[src/rtl/pgm_video_pkg.sv]
// Shared types for the PGM video engine's graphics-ROM read path.
package pgm_video_pkg;

  localparam int PGM_DDR_BURST = 4;
  localparam int PGM_DDR_AW    = 29;

  typedef logic [PGM_DDR_AW-1:0] ddr_addr_t;
  typedef logic [63:0]           ddr_word_t;

  typedef enum logic [1:0] {
    IDLE,
    REQ,
    FILL
  } rd_state_e;

endpackage

[src/rtl/pgm_line_cache.sv]
// One-line read cache: BURST x 64-bit line storage, tag/valid and hit comparator.
module pgm_line_cache
  import pgm_video_pkg::*;
#(
  parameter int BURST = PGM_DDR_BURST,
  parameter int AW    = PGM_DDR_AW
) (
  input  logic                          clk,
  input  logic                          reset,
  input  logic [AW-1:0]                 lookup_addr,
  output logic                          hit,
  output ddr_word_t                     lookup_data,
  input  logic                          wr_en,
  input  logic [$clog2(BURST)-1:0]      wr_idx,
  input  ddr_word_t                     wr_data,
  input  logic                          tag_wr,
  input  logic [AW-$clog2(BURST)-1:0]   tag_value,
  input  logic                          valid_value,
  input  logic                          invalidate
);

  localparam int OW = $clog2(BURST);
  localparam int TW = AW - OW;

  ddr_word_t         line [BURST];
  logic [TW-1:0]     tag;
  logic              valid;

  // Tag and valid only change on a completed refill or an idle-time flush.
  always_ff @(posedge clk or posedge reset) begin
    if (reset) begin
      valid <= 1'b0;
      tag   <= '0;
    end else if (tag_wr) begin
      valid <= valid_value;
      tag   <= tag_value;
    end else if (invalidate) begin
      valid <= 1'b0;
    end
  end

  always_ff @(posedge clk) begin
    if (wr_en) begin
      line[wr_idx] <= wr_data;
    end
  end

  assign hit         = valid && (tag == lookup_addr[AW-1:OW]);
  assign lookup_data = line[lookup_addr[OW-1:0]];

endmodule

[src/rtl/pgm_ddram_rd_bridge.sv]
// Graphics-ROM read responder: serves single-word reads from a one-line cache,
// refilling it with an aligned Avalon burst on a miss.
module pgm_ddram_rd_bridge
  import pgm_video_pkg::*;
#(
  parameter int BURST = PGM_DDR_BURST,
  parameter int AW    = PGM_DDR_AW
) (
  input  logic            clk,
  input  logic            reset,
  input  logic            ddram_rd,
  input  logic [AW-1:0]   ddram_addr,
  output ddr_word_t       ddram_dout,
  output logic            ddram_dout_ready,
  output logic            ddram_busy,
  input  logic            flush,
  output logic            mem_rd,
  output logic [AW-1:0]   mem_addr,
  output logic [7:0]      mem_burstcnt,
  input  logic            mem_waitrequest,
  input  ddr_word_t       mem_dout,
  input  logic            mem_dout_ready
);

  localparam int          OW        = $clog2(BURST);
  localparam int          TW        = AW - OW;
  localparam logic [7:0]  BURST_CNT = 8'(BURST);
  localparam logic [OW-1:0] LAST_BEAT = OW'(BURST - 1);

  rd_state_e      state;
  logic [OW-1:0]  fill_cnt;
  logic [OW-1:0]  lat_off;
  logic [TW-1:0]  lat_tag;
  logic           flush_pend;

  logic           cache_hit;
  ddr_word_t      cache_data;
  logic           cache_wr;
  logic           cache_tag_wr;
  logic           cache_invalidate;

  assign cache_wr         = (state == FILL) && mem_dout_ready;
  assign cache_tag_wr     = cache_wr && (fill_cnt == LAST_BEAT);
  assign cache_invalidate = (state == IDLE) && flush;

  pgm_line_cache #(
    .BURST (BURST),
    .AW    (AW)
  ) u_line_cache (
    .clk         (clk),
    .reset       (reset),
    .lookup_addr (ddram_addr),
    .hit         (cache_hit),
    .lookup_data (cache_data),
    .wr_en       (cache_wr),
    .wr_idx      (fill_cnt),
    .wr_data     (mem_dout),
    .tag_wr      (cache_tag_wr),
    .tag_value   (lat_tag),
    .valid_value (~(flush_pend | flush)),
    .invalidate  (cache_invalidate)
  );

  // A flush arriving mid-refill is remembered so the finished line is left invalid.
  always_ff @(posedge clk or posedge reset) begin
    if (reset) begin
      state            <= IDLE;
      fill_cnt         <= '0;
      lat_off          <= '0;
      lat_tag          <= '0;
      flush_pend       <= 1'b0;
      ddram_dout       <= '0;
      ddram_dout_ready <= 1'b0;
      ddram_busy       <= 1'b0;
      mem_rd           <= 1'b0;
      mem_addr         <= '0;
      mem_burstcnt     <= '0;
    end else begin
      ddram_dout_ready <= 1'b0;
      unique case (state)
        IDLE: begin
          if (ddram_rd) begin
            if (cache_hit && !flush) begin
              ddram_dout       <= cache_data;
              ddram_dout_ready <= 1'b1;
            end else begin
              lat_off      <= ddram_addr[OW-1:0];
              lat_tag      <= ddram_addr[AW-1:OW];
              ddram_busy   <= 1'b1;
              mem_rd       <= 1'b1;
              mem_addr     <= {ddram_addr[AW-1:OW], {OW{1'b0}}};
              mem_burstcnt <= BURST_CNT;
              state        <= REQ;
            end
          end
        end
        REQ: begin
          if (flush) begin
            flush_pend <= 1'b1;
          end
          if (!mem_waitrequest) begin
            mem_rd       <= 1'b0;
            mem_burstcnt <= '0;
            fill_cnt     <= '0;
            state        <= FILL;
          end
        end
        FILL: begin
          if (flush) begin
            flush_pend <= 1'b1;
          end
          if (mem_dout_ready) begin
            fill_cnt <= fill_cnt + 1'b1;
            if (fill_cnt == lat_off) begin
              ddram_dout <= mem_dout;
            end
            if (fill_cnt == LAST_BEAT) begin
              flush_pend       <= 1'b0;
              ddram_dout_ready <= 1'b1;
              ddram_busy       <= 1'b0;
              state            <= IDLE;
            end
          end
        end
        default: state <= IDLE;
      endcase
    end
  end

endmodule

[config.mk]
export PLATFORM = sky130hd
export DESIGN_NAME = pgm_ddram_rd_bridge
export DESIGN_NICKNAME = d
export VERILOG_FILES = /design/src/rtl/pgm_video_pkg.sv /design/src/rtl/pgm_line_cache.sv /design/src/rtl/pgm_ddram_rd_bridge.sv
export SDC_FILE = /design/constraint.sdc
export NUM_CORES = 1
export LEC_CHECK = 0
export ABC_AREA = 1
export BUFFER_PORTS_ARGS = -buffer_cell sky130_fd_sc_hd__buf_2
export CORE_MARGIN = 5
export CORE_UTILIZATION = 40
export DETAILED_ROUTE_END_ITERATION = 10
export PLACE_DENSITY = 0.62
export RECOVER_POWER = 25
export SYNTH_ARGS = -nofsm -noshare
export SYNTH_HDL_FRONTEND = slang
export SYNTH_SLANG_ARGS = --single-unit
[constraint.sdc]
create_clock -name clk -period 5.72 [get_ports clk]
set_clock_uncertainty 0.15 [all_clocks]
set_input_delay 0 -clock clk [delete_from_list [all_inputs] [get_ports clk]]
set_output_delay 0 -clock clk [all_outputs]
set_load 0.03 [all_outputs]
Word level (Yosys, flattened, before mapping)
Memories as Yosys holds them, arrays and structs flattened.
Index checks and enable logic that the tools add are counted.
Widths: inputs -> output; s select.
{"block": "classes", "n_bitwise": 3, "mux": 38, "n_eq_ne": 12, "n_reduce_logical": 17, "addsub": 1}
{"op": "$mux 64", "n": 4}
{"op": "$pmux 64 s2", "n": 1}
{"op": "$eq 27x27->1", "n": 1}
{"op": "$mux 8", "n": 3}
{"op": "$mux 1", "n": 16}
{"op": "$pmux 8 s2", "n": 1}
{"op": "$reduce_and 5->1", "n": 3}
{"op": "$mux 2", "n": 7}
{"op": "$ne 2x2->1 const B", "n": 4}
{"op": "$pmux 1 s2", "n": 4}
{"op": "$reduce_bool 2->1", "n": 4}
{"op": "$ne 2x1->1 const B", "n": 3}
{"op": "$pmux 2 s3", "n": 1}
{"op": "$reduce_and 3->1", "n": 2}
{"op": "$logic_and 1x1->1", "n": 5}
{"op": "$eq 2x2->1 const B", "n": 2}
{"op": "$pmux 2 s2", "n": 1}
{"op": "$reduce_and 4->1", "n": 1}
{"op": "$add 2x1->2 const B", "n": 1}
{"op": "$eq 2x1->1 const B", "n": 1}
{"op": "$eq 2x2->1", "n": 1}
{"op": "$logic_not 2->1", "n": 1}
{"op": "$not 1->1", "n": 2}
{"op": "$logic_not 1->1", "n": 1}
{"op": "$or 1x1->1", "n": 1}
{"block": "totals", "out_inout_bits": 104, "in_bits": 99, "ram_bits": 256, "word_cells": 84, "reg_bits": 137, "n_memories": 1}
{"memory": "u_line_cache.line", "words": 4, "word_bits": 64, "rd": 1, "rd_ports_with_merged_regs": 0, "wr": 1, "line": "pgm_line_cache.sv:25", "text": "ddr_word_t line [BURST];"}

Longest topological paths before layout
{"block": "logic_depth", "word_depth": 6, "depth_mapped": 13, "depth_no_buf": 12}

Cells and area by module
Synthesis repeated with hierarchy kept, for this count alone.
{"block": "unflattened", "hier_cells": 1572, "hier_area_um2": 16498.3}
{"mod": "pgm_line_cache", "area_per_inst_um2": 11093.1, "n_inst": 1, "seq_area_each_um2": 8388.0, "cells_each": 867}
{"mod": "pgm_ddram_rd_bridge", "area_per_inst_um2": 5405.2, "n_inst": 1, "seq_area_each_um2": 2527.4, "cells_each": 705}

Least setup slack after synthesis
Ideal clock, no wire load.
{"block": "synth_timing", "path_type": "flip-flop to flip-flop", "startpoint": "register state[0]", "endpoint": "memory u_line_cache.line[0][0] in the netlist's numbering, enable pin", "required_time_ns": 5.084, "stages_incl_launch_ff": 6, "t_arrival_ns": 3.499, "synth_period_minus_slack_ns": 4.136, "slack_ns": 1.584, "setup_ns": 0.486, "n_path_buf": 1, "path_cell_list": "dfrtp_1 > inv_1 > ha_1 > buf_4 > nand2_1 > nor2_1"}
{"block": "synth_via", "elab_chain_len": 4}
{"item": "from (decl)", "line": "pgm_ddram_rd_bridge.sv:30", "text": "rd_state_e state;"}
{"item": "from (signal assigned)", "line": "pgm_ddram_rd_bridge.sv:67", "text": "state <= IDLE;"}
{"item": "from (signal assigned)", "line": "pgm_ddram_rd_bridge.sv:93", "text": "state <= REQ;"}
{"item": "from (signal assigned)", "line": "pgm_ddram_rd_bridge.sv:105", "text": "state <= FILL;"}
{"item": "$eq 2x2->1", "line": "pgm_ddram_rd_bridge.sv:42", "text": "assign cache_wr = (state == FILL) && mem_dout_ready;"}
{"item": "$logic_and 1x1->1", "line": "pgm_ddram_rd_bridge.sv:42"}
{"item": "$mux 1", "line": "pgm_line_cache.sv:43", "text": "if (wr_en) begin"}
{"item": "$mux 1 (implied by the code)", "line": "pgm_line_cache.sv:44", "text": "line[wr_idx] <= wr_data;"}
{"item": "to (decl)", "line": "pgm_line_cache.sv:25"}
Every way passes these cells.

Worst setup path in the final report
{"block": "layout_timing", "startpoint": "register u_line_cache.tag[22]", "endpoint": "register ddram_dout[54]"}
{"block": "layout_via", "elab_chain_len": 5}
{"item": "from (decl)", "line": "pgm_line_cache.sv:26", "text": "logic [TW-1:0] tag;"}
{"item": "from (signal assigned)", "line": "pgm_line_cache.sv:36", "text": "tag <= tag_value;"}
{"item": "$eq 27x27->1", "line": "pgm_line_cache.sv:48", "text": "assign hit = valid && (tag == lookup_addr[AW-1:OW]);"}
{"item": "$logic_and 1x1->1", "line": "pgm_line_cache.sv:48"}
{"item": "$logic_and 1x1->1", "line": "pgm_ddram_rd_bridge.sv:83", "text": "if (cache_hit && !flush) begin"}
{"item": "$ne 2x1->1 (no source line)"}
{"item": "$reduce_and 5->1 (no source line)"}
{"item": "to (signal assigned)", "line": "pgm_ddram_rd_bridge.sv:84", "text": "ddram_dout <= cache_data;"}
{"item": "to (signal assigned)", "line": "pgm_ddram_rd_bridge.sv:115", "text": "ddram_dout <= mem_dout;"}
{"item": "to (decl)", "line": "pgm_ddram_rd_bridge.sv:13", "text": "output ddr_word_t ddram_dout,"}
Every way passes these cells.
A chain may end at the register's enable or synchronous reset.

==> flow_summary.ini <==
[outcome]
outcome = completed

[power]
swShare_pct = 36.2
power.leakage_nw = 8.28
powerDensity_nw_per_um2 = 456
worst_ir_drop_vdd_mv = 0.300
clkPwrFrac_pct = 29.6
p_sw_mw = 3.33
seq_power_share_pct = 40.2
power.internal_mw = 5.88
combinationalPowerShare_pct = 30.2
finalPower_mw = 9.21

[grt]
grt_max_degree = 107
grt_use_met3_pct = 4.07
grt_pass1_vias = 12300
overflow = 0
grt_busiest_layer = met2
grt_util_met2_pct = 31.3
grt.total_usage_pct = 18.5
grt_pass1_wl_um = 67000
use_met1_pct = 24.6
antenna_found_initial = 2

[final_layout]
drive_gt1_share_pct = 12.5
final_core_util_pct = 49.7
finalInstanceArea_sq_um = 20200
area_growth_syn_to_layout_pct = 23.6
nNetsFinal = 1910

[critical_path]
critical_path.cell_chain = inv_1, nand2_1, nand2_1, nand2_1, nor2_1, nand2_1, nor2_1, nand2_2, nand2_4, nand2_2, buf_4, nand2_1, nand2_1
crit_family = simple AND/OR/NAND/NOR gates
crit_path_top_delay_cell = nand2_2
r2r-end = ddram_dout[54]
r2r_setup_slack_ps = 2660
critPathMaxStageDelay_ps = 510
start_kind = flip-flop
cp_data_arrival_time_ps = 3350
cp_max_fo = 36
crit_path_frequent_cell = nand2_1
cp-end-kind = flip-flop
cp_num_cells = 13
critPathKind = reg2reg
crit_buf_inv = 2
required_ps = 6000
worstSetupStartpoint = u_line_cache.tag[22]
r2r_start = u_line_cache.tag[22]
reg2regPathDepth = 13
cp-endpoint = ddram_dout[54]

[yosys]
yosysUniqueCellTypes = 27
yosysMostFrequentCell = nand2_1
synth_compound_area_share_pct = 9.04
yosysTopAreaCellShare_pct = 47.1
synthCells = 1524
netlist_area_sq_um = 16300
synth_largest_area_cell = edfxtp_1
synth-simple-area-share_pct = 17.9
async_flop_share_pct = 33.5
synth_edf_count = 256
yosysWarningCount = 0
synthAdderAreaFrac_pct = 0.536
synth_ff_type = edfxtp_1
synth_top_family_by_area = simple AND/OR/NAND/NOR gates
synth_area_per_cell_sq_um = 10.7
yosysSeqAreaShare_pct = 66.9
synth_area_leaders = edfxtp_1 47%, dfrtp_1 20%, nand2_1 13%, a32o_1 3.9%, o21ai_0 2.8%
synth_xor_area_share_pct = 0.536
synth.area.mux_share_pct = 0
ys_seq_elements = 385
synth_common_cells = 576 x nand2_1, 256 x edfxtp_1, 129 x dfrtp_1

[placed_design]
pre_cts_ws_ps = 2650
place.gp.congestion = 0.868
dp_hpwl_um = 23900
numPortBuffers = 193
post_dp_cell_area_sq_um = 17600

[floorplan]
die_height_um = 212
core_region_area_sq_um = 40600
die_area_sq_um = 45000
io_pins = 203
initial_utilization_pct = 40.2
core.rowCount = 74
die_width_um = 212

[route]
antenna_left = 0
wl_um = 42000
drcViolationCount = 0
num_vias = 12100
firstDrtPassIters = 6
routed_via_density = 5.09
wire_per_inst_um = 17.7
drt_iter0_drc = 846

[sta]
setup_viol = 0
hold_violations = 0
worst_slack_ps = 2660
rsz0062_at_grt = false
slew_headroom_pct = 28.4
slew_violations = 0
fin_crit_sh_pct = 53.6
clock.fmax_mhz = 326
worst_pin_slew_ps = 1070
setup_tns_ps = 0
finalCriticalPeriod_ps = 3060

[min_path]
hold_path.class = in2reg
hold_start = ddram_addr[1]

[cts]
insertion_delay_ps = 550
cts_resized = 0
cts.sinks = 385
post_cts_buffers = 0
clk_path_buf_depth = 3
cts_hold_buffers = 127
cts_tree = done
cts_root_buffer = clkbuf_16
clk_pin_slew_ps = 60
h-tree-depth = 2
numCtsBuffers = 42

[flow_run]
drv_cap = 0
-- power groups by stage --
| stage | Clock [mW] | Sequential (mW) | Combinational (mW) |
|---|---|---|---|
| after floorplan | 0 | 4.32 | 1.36 |
| after global placement | 0 | 3.75 | 2.66 |
| after detailed placement | 0 | 3.75 | 2.70 |
| after CTS | 2.80 | 3.70 | 2.82 |
| after global routing | 2.91 | 3.75 | 3.06 |
| final | 2.73 | 3.70 | 2.78 |
-- cell usage in the layout, fill, tap and decap left out, drive strengths merged --
master	count
edfxtp	256
clkbuf	117
nand4	41
ha	7
nand2	579
and2	2
bufinv	3
a21oi	67
dfrtp	129
o21ai	90
clkinv	12
a211oi	1
nand3	74
diode	2
buf	151
a21boi	1
clkinvlp	1
dlygate4sd3	127
a32o	64
o22ai	1
conb	9
xnor2	10
nor2	25
inv	68
o211ai	1
-- final cells by class --
class,instances,area (sq um)
clock buffers,60,1240
repair buffers,335,2280
flip-flops and latches,385,10900
diodes,2,5.00
fillers,3619,20500
inverters,68,263
clock inverters,16,160
well taps,532,666
multi-input cells,972,4650
-- stage by stage --
| stage | hold WS, ps | std cells |
|---|---|---|
| finish | 57.4 | 2370 |
| CTS | 6.40 | 2368 |
| floorplan | -51.1 | 1532 |
| detailed placement | -18.0 | 2165 |
| global placement | -21.6 | 2165 |
| global route | 57.8 | 2369 |
-- metal layers --
metal	up-vias	routed length, um
met5	-	0
met4	0	669
met3	57	2740
met2	360	20300
met1	5849	18200
li1	5793	-
-- how the worst min path moves through the flow --
stage / end / depth (start not counted)
2_1_floorplan: u_line_cache.line[0][0] / 0
3_3_place_gp: ddram_dout[31] / 2
3_5_place_dp: ddram_dout[31] / 2
4_1_cts: lat_off[1] / 3
5_1_grt: lat_off[1] / 3
6_report: lat_off[1] / 3
-- logic make-up (layout without fill, tap and decap cells) --
family,after synthesis,after routing
flip-flops,385,385
AND/OR/NAND/NOR,721,721
XOR/XNOR,10,10
buffers and inverters,175,479
AO/OA/AOI/OAI,225,225
other,1,11
adder cells (fa/ha/maj),7,7
-- tightest hold or removal path: cells and delay by family --
kind / cells / cell delay [ps]
AND/OR/NAND/NOR: 2 / 280
buffers and inverters: 1 / 400
-- state kept, by name, indices dropped and copies added, names as in the netlist --
name                flops
u_line_cache.line     256
ddram_dout             64
mem_addr               27
u_line_cache.tag       27
fill_cnt                2
lat_off                 2
state                   2
ddram_busy              1
ddram_dout_ready        1
flush_pend              1
mem_rd                  1
u_line_cache.valid      1
Power figures use the tool's default switching activity.
